--- src/rtl/regfile_sb.sv ---
// Decode-stage register file: three zero-latency read ports with write-through
// bypass, two writeback ports (load port wins) and a pending-write scoreboard.
module regfile_sb #(
   parameter int DATA_W = 32,
   parameter int ADDR_W = 4,
   parameter int PC_IDX = 15
) (
   input  logic              clk,
   input  logic              reset,
   input  logic [ADDR_W-1:0] ra1,
   input  logic [ADDR_W-1:0] ra2,
   input  logic [ADDR_W-1:0] ra3,
   input  logic [DATA_W-1:0] pc_in,
   output logic [DATA_W-1:0] rd1,
   output logic [DATA_W-1:0] rd2,
   output logic [DATA_W-1:0] rd3,
   input  logic              we_a,
   input  logic [ADDR_W-1:0] wa_a,
   input  logic [DATA_W-1:0] wd_a,
   input  logic              we_b,
   input  logic [ADDR_W-1:0] wa_b,
   input  logic [DATA_W-1:0] wd_b,
   input  logic              iss_valid,
   input  logic              iss_use1,
   input  logic              iss_use2,
   input  logic              iss_use3,
   input  logic              iss_wr,
   input  logic [ADDR_W-1:0] iss_dst,
   output logic              busy1,
   output logic              busy2,
   output logic              busy3,
   output logic              stall,
   output logic              wr_conflict,
   output logic [ADDR_W:0]   pend_count
);
   localparam int NREG = 1 << ADDR_W;
   localparam logic [ADDR_W-1:0] PC_A = ADDR_W'(PC_IDX);

   logic [DATA_W-1:0] regs_q [NREG];
   logic [NREG-1:0]   pend_q, pend_d;
   logic [ADDR_W:0]   count_q, count_d;
   logic              conflict_q, conflict_d;
   logic              issue_set;

   // Lookups 0..2 are the read ports; lookup 3 is the issuing destination (WAW).
   logic [ADDR_W-1:0] look_addr [4];
   logic [DATA_W-1:0] look_data [3];
   logic [3:0]        look_busy;

   assign look_addr[0] = ra1;
   assign look_addr[1] = ra2;
   assign look_addr[2] = ra3;
   assign look_addr[3] = iss_dst;

   generate
      for (genvar gi = 0; gi < 4; gi++) begin : g_look
         logic hit_a, hit_b, is_pc;
         assign hit_a = we_a && (wa_a == look_addr[gi]);
         assign hit_b = we_b && (wa_b == look_addr[gi]);
         assign is_pc = (look_addr[gi] == PC_A);
         assign look_busy[gi] = pend_q[look_addr[gi]] && !is_pc && !hit_a && !hit_b;
         if (gi < 3) begin : g_rd
            assign look_data[gi] = is_pc ? pc_in :
                                   hit_b ? wd_b  :
                                   hit_a ? wd_a  : regs_q[look_addr[gi]];
         end
      end
   endgenerate

   assign rd1   = look_data[0];
   assign rd2   = look_data[1];
   assign rd3   = look_data[2];
   assign busy1 = look_busy[0];
   assign busy2 = look_busy[1];
   assign busy3 = look_busy[2];

   assign stall = iss_valid && ((iss_use1 && look_busy[0]) ||
                                (iss_use2 && look_busy[1]) ||
                                (iss_use3 && look_busy[2]) ||
                                (iss_wr   && look_busy[3]));

   assign issue_set  = iss_valid && iss_wr && !stall && (iss_dst != PC_A);
   assign conflict_d = we_a && we_b && (wa_a == wa_b) && (wa_a != PC_A);

   // Clears are applied before sets so a same-edge set on the index wins.
   always_comb begin
      pend_d  = pend_q;
      count_d = '0;
      for (int i = 0; i < NREG; i++) begin
         if ((we_a && wa_a == ADDR_W'(i)) || (we_b && wa_b == ADDR_W'(i)))
            pend_d[i] = 1'b0;
         if (issue_set && iss_dst == ADDR_W'(i))
            pend_d[i] = 1'b1;
      end
      for (int i = 0; i < NREG; i++)
         count_d = count_d + {{ADDR_W{1'b0}}, pend_d[i]};
   end

   always_ff @(posedge clk) begin
      if (reset) begin
         pend_q     <= '0;
         count_q    <= '0;
         conflict_q <= 1'b0;
      end else begin
         pend_q     <= pend_d;
         count_q    <= count_d;
         conflict_q <= conflict_d;
      end
   end

   // Port B is written last so it overrides port A on a same-index write.
   always_ff @(posedge clk) begin
      if (reset) begin
         for (int i = 0; i < NREG; i++)
            regs_q[i] <= '0;
      end else begin
         if (we_a && wa_a != PC_A)
            regs_q[wa_a] <= wd_a;
         if (we_b && wa_b != PC_A)
            regs_q[wa_b] <= wd_b;
      end
   end

   assign wr_conflict = conflict_q;
   assign pend_count  = count_q;
endmodule

--- config.mk ---
export PLATFORM = sky130hd
export DESIGN_NAME = regfile_sb
export DESIGN_NICKNAME = d
export VERILOG_FILES = /design/src/rtl/regfile_sb.sv
export SDC_FILE = /design/constraint.sdc
export NUM_CORES = 1
export LEC_CHECK = 0
export CAP_MARGIN = 20
export CORE_MARGIN = 5
export CORE_UTILIZATION = 45
export CTS_CLUSTER_SIZE = 8
export DETAILED_ROUTE_END_ITERATION = 8
export PLACE_DENSITY = 0.7
export SLEW_MARGIN = 20
export SYNTH_ARGS = -nofsm -noshare
export SYNTH_HDL_FRONTEND = slang
export SYNTH_SLANG_ARGS = --single-unit
--- constraint.sdc ---
create_clock -name clk -period 11 [get_ports clk]
set_clock_uncertainty 0.1 [all_clocks]
set_input_delay 1.1 -clock clk [delete_from_list [all_inputs] [get_ports clk]]
set_output_delay 1.1 -clock clk [all_outputs]
set_load 0.01 [all_outputs]
==> results of run 1 <==
==> cell families after synthesis <==
family	synth area share (%)
AO/OA/AOI/OAI	16.6
multiplexers	31.5
flip-flops	42.2
buffers and inverters	4.51
AND/OR/NAND/NOR	3.59
XOR/XNOR	0.865
adder cells (fa/ha/maj)	0.702
other	0.0100
==> cell usage after synthesis (10+ instances only) <==
| cell | n | area share (%) |
|---|---|---|
| nand3_1 | 24 | 0.32 |
| nor2b_1 | 14 | 0.23 |
| nand2_1 | 102 | 1.0 |
| buf_1 | 68 | 0.68 |
| a22oi_1 | 10 | 0.20 |
| dfxtp_1 | 22 | 1.2 |
| fa_1 | 10 | 0.53 |
| mux4_2 | 492 | 30 |
| o21ai_0 | 67 | 0.90 |
| buf_2 | 45 | 0.60 |
| a22o_1 | 480 | 11 |
| clkbuf_1 | 300 | 3.0 |
| o22ai_1 | 45 | 0.75 |
| nor2_1 | 41 | 0.41 |
| or3_1 | 15 | 0.25 |
| xor2_1 | 26 | 0.61 |
| a21o_1 | 65 | 1.3 |
| a21oi_1 | 68 | 0.91 |
| nand2b_1 | 10 | 0.17 |
| nor3_1 | 23 | 0.31 |
| inv_1 | 16 | 0.16 |
| edfxtp_1 | 512 | 41 |
| xnor2_1 | 11 | 0.26 |
| mux2i_1 | 68 | 1.8 |
| a31oi_1 | 33 | 0.55 |
==> cell type report <==
type | count | share of cell area, %
multi-input cells | 1719 | 47.7
flip-flops and latches | 534 | 37.2
repair buffers | 312 | 6.86
clock buffers | 88 | 4.82
well taps | 1070 | 3.15
inverters | 16 | 0.141
clock inverters | 2 | 0.109
diodes | 4 | 0.0235
==> per-layer routing <==
metal | vias up | part of all wire, % | global-route usage [%] | routed length [um]
li1 | 11200 | - | - | -
met1 | 14700 | 33 | 38.3 | 46800
met2 | 2739 | 47 | 49.2 | 66800
met3 | 631 | 14 | 9.86 | 20000
met4 | 2 | 6.8 | 18.3 | 9740
met5 | - | 0.0077 | 0 | 11
==> per-stage QoR <==
stage	instances	util [%]	cell area, um2	total power [mW]
floorplan	2684	-	37600	3.25
global placement	3651	49.1	40400	3.71
detailed placement	3651	49.1	40500	3.75
CTS	3741	51.7	42500	5.90
global route	3745	51.7	42600	6.07
finish	3745	51.7	42600	5.92
==> state kept, by name, summed over array words and instances, names as in the netlist <==
name,cells
pend_count,5
pend_q,16
regs_q,512
wr_conflict,1
==> report_power, final <==
group | leakage (nW) | total (mW) | switching, mW | internal, mW
clock network | 1.02 | 2.18 | 0.881 | 1.30
logic | 8.06 | 1.27 | 0.645 | 0.626
registers | 5.10 | 2.47 | 0.0976 | 2.37
total | 14.2 | 5.92 | 1.62 | 4.30
==> worst max path at each step <==
stage            start       endpoint  slack (ns)  cells after the start
5_1_grt        wa_b[0]  pend_count[4]        3.04                     19
6_report       wa_b[0]  pend_count[4]        3.46                     19
4_1_cts        wa_b[0]  pend_count[4]        3.46                     19
2_1_floorplan   ra2[1]  pend_count[4]        4.75                     21
3_3_place_gp   wa_b[0]  pend_count[4]        2.99                     20
3_5_place_dp   wa_b[0]  pend_count[4]        2.83                     19
==> worst max-delay path: stages <==
cell and delay (ns):
clkdlybuf4s50_1 0.87, xor2_1 0.35, nor3_1 0.29, nand3_4 0.73
nor4b_1 0.45, or4_4 0.62, o41ai_1 0.52, fa_1 0.50
inv_1 0.09, fa_1 0.41, fa_1 0.51, fa_1 0.42
inv_1 0.08, ha_1 0.16, inv_1 0.07, fa_1 0.46
inv_1 0.07, a21oi_1 0.06, nor3b_1 0.19
==> layout by cell type (no fill, tap or decap), types with 14 or more instances in the layout <==
| cell | netlist | final |
|---|---|---|
| clkdlybuf4s50_1 | 0 | 221 |
| mux4_2 | 492 | 492 |
| a21o_1 | 65 | 65 |
| a22o_1 | 480 | 480 |
| o21ai_0 | 67 | 67 |
| a21oi_1 | 68 | 68 |
| xor2_1 | 26 | 26 |
| clkbuf_16 | 0 | 81 |
| nor2b_1 | 14 | 14 |
| nand3_1 | 24 | 22 |
| dfxtp_1 | 22 | 22 |
| nor2_1 | 41 | 30 |
| nand2_1 | 102 | 101 |
| mux2i_1 | 68 | 68 |
| buf_4 | 0 | 78 |
| o22ai_1 | 45 | 45 |
| conb_1 | 1 | 32 |
| a31oi_1 | 33 | 33 |
| inv_1 | 16 | 16 |
| nor3_2 | 0 | 14 |
| edfxtp_1 | 512 | 512 |
==> impl_metrics.json, run 1 <==
{
  "holdWs_ns": 0.485,
  "dieWidth_um": 298,
  "synth.avg_cell_area_um2": 14.1,
  "hold_buffers": 0,
  "rsz0062_at_grt": "false",
  "htreeDepth": 3,
  "ys_ff_latch": 534,
  "final_nets": 2803,
  "endpoint_kind": "register",
  "drtAntennaViolNets": 0,
  "setup_viol": 0,
  "clk_path_buf_depth": 3,
  "r2r-end": "pend_count[4]",
  "drv_cap": 0,
  "area_growth_pct": 13.7,
  "crit_path_start_kind": "input pin",
  "slew_viol_final": 0,
  "core_area_um2": 82400,
  "clock_sinks": 534,
  "reg2reg_slack_ns": 5.04,
  "power.density_nw_per_um2": 139,
  "post-route-period-util_pct": 68.6,
  "grt_use_total_pct": 31.3,
  "relSlewSlack_pct": 27.6,
  "nFillCells": 6543,
  "row_count": 105,
  "io_pins": 235,
  "cts-root-buf": "clkbuf_16",
  "drive_gt1_share_pct": 27.4,
  "antenna_found_initial": 5,
  "wirelength_um": 143000,
  "yosys_warnings": 0,
  "cts_buffers": 76,
  "ys.flop_type": "edfxtp_1",
  "initial_core_util_pct": 45.5,
  "p_leak_nw": 14.2,
  "syn_area_um2": 37500,
  "clk_transition_reported_paths_ns": 0.07,
  "cts_tree": "done",
  "setup_tns_ns": 0,
  "synth-seq-area-share_pct": 42.2,
  "grt_pass1_wl_um": 206000,
  "io_buffers": 234,
  "synth_cell_type_count": 57,
  "multi_input_area_um2": 20300,
  "design.die.area_um2": 89100,
  "wire_per_inst_um": 38.3,
  "clk_latency_ns": 0.63,
  "fin_crit_ns": 7.54,
  "whs_path_depth": 2,
  "finalHoldViolCount": 0,
  "drtIter0Drc": 4706,
  "required_ns": 11.43,
  "cts_resized": 0,
  "r2r-start": "pend_q[9]",
  "critical_path.max_fanout": 66,
  "grt-ovfl-total": 0,
  "grt_max_degree": 85,
  "hold_path_end": "pend_q[13]",
  "crit_type": "in -> reg",
  "synthCells": 2653,
  "pre_cts_slack_ns": 2.83,
  "drc": 0,
  "postCtsSetupRepairBufs": 0,
  "layout_setup_ws_ns": 3.46,
  "ff2ff_path_depth": 18,
  "async_reset_ff_share_pct": 0,
  "ir_worst_vdd_mv": 0.104,
  "hp-class": "reg -> reg",
  "hpwl_um": 81400,
  "place_congestion": 0.914,
  "viasPerCell": 7.81,
  "die_h_um": 298,
  "synth_edf_count": 512,
  "via_count": 29200,
  "worstPathArrival_ns": 7.97,
  "first_pass_iters": 6,
  "max_freq_ghz": 0.133,
  "hold_start": "pend_q[13]",
  "seqCellArea_um2": 15800,
  "worstMarginPinSlew_ns": 1.09,
  "first_global_vias": 30000,
  "outcome": "finished clean"
}
No activity file was read; power rests on OpenSTA's default activity.
==> run 2: changes to the inputs <==
Settings changed: PLACE_DENSITY 0.7 to 0.73.
Clock period 11 ns to 6.9 ns, I/O delays scaled along.
==> run 2 against run 1 <==
Net effect: clock power rose by 60%; via count rose by 1.8%; largest power group unchanged; worst setup slack got worse by 2.7 ns; register-to-register slack lost 4.1 ns.
==> impl_metrics.json, run 2 (same netlist as run 1, synthesis figures left out) <==
{
  "area_growth_pct": 14.3,
  "grt_use_total_pct": 32.0,
  "r2r-start": "pend_q[14]",
  "grt-ovfl-total": 0,
  "worstMarginPinSlew_ns": 1.18,
  "hold_path_end": "pend_q[13]",
  "row_count": 105,
  "slew_viol_final": 0,
  "hold_start": "pend_q[13]",
  "reg2reg_slack_ns": 0.97,
  "worstPathArrival_ns": 6.63,
  "nFillCells": 6526,
  "post-route-period-util_pct": 89.8,
  "ff2ff_path_depth": 19,
  "htreeDepth": 3,
  "antenna_found_initial": 2,
  "power_frac_clock_pct": 36.8,
  "final_nets": 2828,
  "drv_cap": 0,
  "first_global_vias": 30500,
  "endpoint_kind": "register",
  "grt_max_degree": 75,
  "seq_power_share_pct": 41.7,
  "critical_path.max_fanout": 26,
  "clock_sinks": 534,
  "whs_path_depth": 2,
  "clk_transition_reported_paths_ns": 0.06,
  "die_h_um": 298,
  "crit_type": "in -> reg",
  "cts-root-buf": "clkbuf_16",
  "rsz0062_at_grt": "false",
  "power_frac_comb_pct": 21.5,
  "switchingPower_mw": 2.64,
  "final_cell_mix": "edfxtp_1 (512), mux4_2 (492), a22o_1 (480)",
  "initial_core_util_pct": 45.5,
  "finalHoldViolCount": 0,
  "critPathBufInv": 6,
  "clk_path_buf_depth": 3,
  "postCtsSetupRepairBufs": 0,
  "regMostFlops": "regs_q",
  "wirelength_um": 146000,
  "io_pins": 235,
  "dieWidth_um": 298,
  "viasPerCell": 7.90,
  "ir_worst_vdd_mv": 0.184,
  "cts_buffers": 77,
  "switching_share_pct": 27.9,
  "relSlewSlack_pct": 21.1,
  "max_freq_ghz": 0.161,
  "r2r-end": "pend_count[4]",
  "drtAntennaViolNets": 0,
  "cp_top_family": "adder cells",
  "cts_resized": 0,
  "power.internal_mw": 6.82,
  "hold_buffers": 0,
  "layout_setup_ws_ns": 0.706,
  "clk_latency_ns": 0.65,
  "drive_gt1_share_pct": 28.2,
  "drtIter0Drc": 5177,
  "final_common_cell": "edfxtp_1",
  "via_count": 29800,
  "largest_register_ff_count": 512,
  "fin_crit_ns": 6.19,
  "design.die.area_um2": 89100,
  "first_pass_iters": 5,
  "drc": 0,
  "outcome": "finished clean",
  "critPathMaxStageDelay_ns": 0.74,
  "required_ns": 7.34,
  "p_leak_nw": 14.3,
  "pre_cts_slack_ns": 0.0629,
  "hpwl_um": 84700,
  "crit_slowest_cell": "clkdlybuf4s50_1",
  "cts_tree": "done",
  "io_buffers": 234,
  "path_cells": "clkdlybuf4s50_1 > mux4_2 > a22oi_1 > nand3_1 > and3_1 > or4_4 > o31a_1 > fa_1 > inv_1 > fa_1 > inv_1 > fa_1 > fa_1 > inv_1 > ha_1 > inv_1 > fa_1 > inv_1 > a21oi_1 > nor3b_1",
  "place_congestion": 0.889,
  "setup_tns_ns": 0,
  "grt_pass1_wl_um": 210000,
  "crit_path_start_kind": "input pin",
  "hp-class": "reg -> reg",
  "core_area_um2": 82400,
  "wire_per_inst_um": 38.9,
  "fin_util_pct": 52.0,
  "power.density_nw_per_um2": 221,
  "setup_viol": 0
}
run 2: cell types whose count changed in the layout (fill, tap and decap cells not counted), sizes merged:
cell	previous run	this run
buf	88	112
clkinv	2	3
inv	16	21
clkbuf	91	87
diode	4	1
run 2: per-layer routing:
layer  track usage (%)  wire length (um)
met5                 0                 0
met4              17.7             10100
met2              49.9             67000
met3              10.9             22000
met1              39.5             47400
run 2: metrics by stage:
step	power [mW]	cells	hold slack (ns)	instance area [um2]
final	9.46	3768	0.528	42800
after global routing	9.69	3767	0.518	42800
after CTS	9.42	3765	0.501	42700
after detailed placement	5.99	3673	0.492	40700
after global placement	5.92	3673	0.484	40600
after floorplan	5.18	2684	0.394	37600
run 2: final cells by class:
type | instances | area (um2) | share of cell area [%]
Clock buffer | 84 | 1980 | 4.64
Timing Repair Buffer | 336 | 3130 | 7.31
Antenna cell | 1 | 2.50 | 0.00585
Sequential cell | 534 | 15800 | 37.0
Tap cell | 1070 | 1340 | 3.13
Clock inverter | 8 | 104 | 0.243
Multi-Input combinational cell | 1719 | 20400 | 47.6
Inverter | 16 | 60.1 | 0.140
run 2: how the worst max path moves through the flow:
stage	start	end	slack (ns)	cells past startpoint
global placement	iss_dst[0]	pend_count[4]	0.14	20
CTS	iss_dst[0]	pend_count[4]	0.72	20
finish	iss_dst[0]	pend_count[4]	0.71	20
floorplan	ra2[1]	pend_count[4]	1.06	21
detailed placement	iss_dst[0]	pend_count[4]	0.06	20
global route	iss_dst[0]	pend_count[4]	0.31	19
run 2: power by group through the flow:
stage | Combinational (mW) | Clock (mW) | Sequential (mW)
floorplan | 1.25 | 0 | 3.93
global placement | 1.97 | 0 | 3.95
detailed placement | 2.00 | 0 | 3.99
CTS | 2.01 | 3.48 | 3.93
global route | 2.12 | 3.61 | 3.96
finish | 2.04 | 3.48 | 3.94
run 2: worst register-to-register path, stage by stage, from the launching register on:
cell and delay (ns):
dfxtp_1 0.40, mux4_2 0.48, nand2b_1 0.17, a32oi_1 0.33, nor4b_1 0.14, or4_4 0.71, o31a_1 0.39, fa_1 0.54
inv_1 0.05, fa_1 0.48, inv_1 0.05, fa_1 0.52, fa_1 0.42, inv_1 0.07, ha_1 0.15, inv_1 0.06
fa_1 0.45, inv_1 0.07, a21oi_1 0.06, nor3b_1 0.19
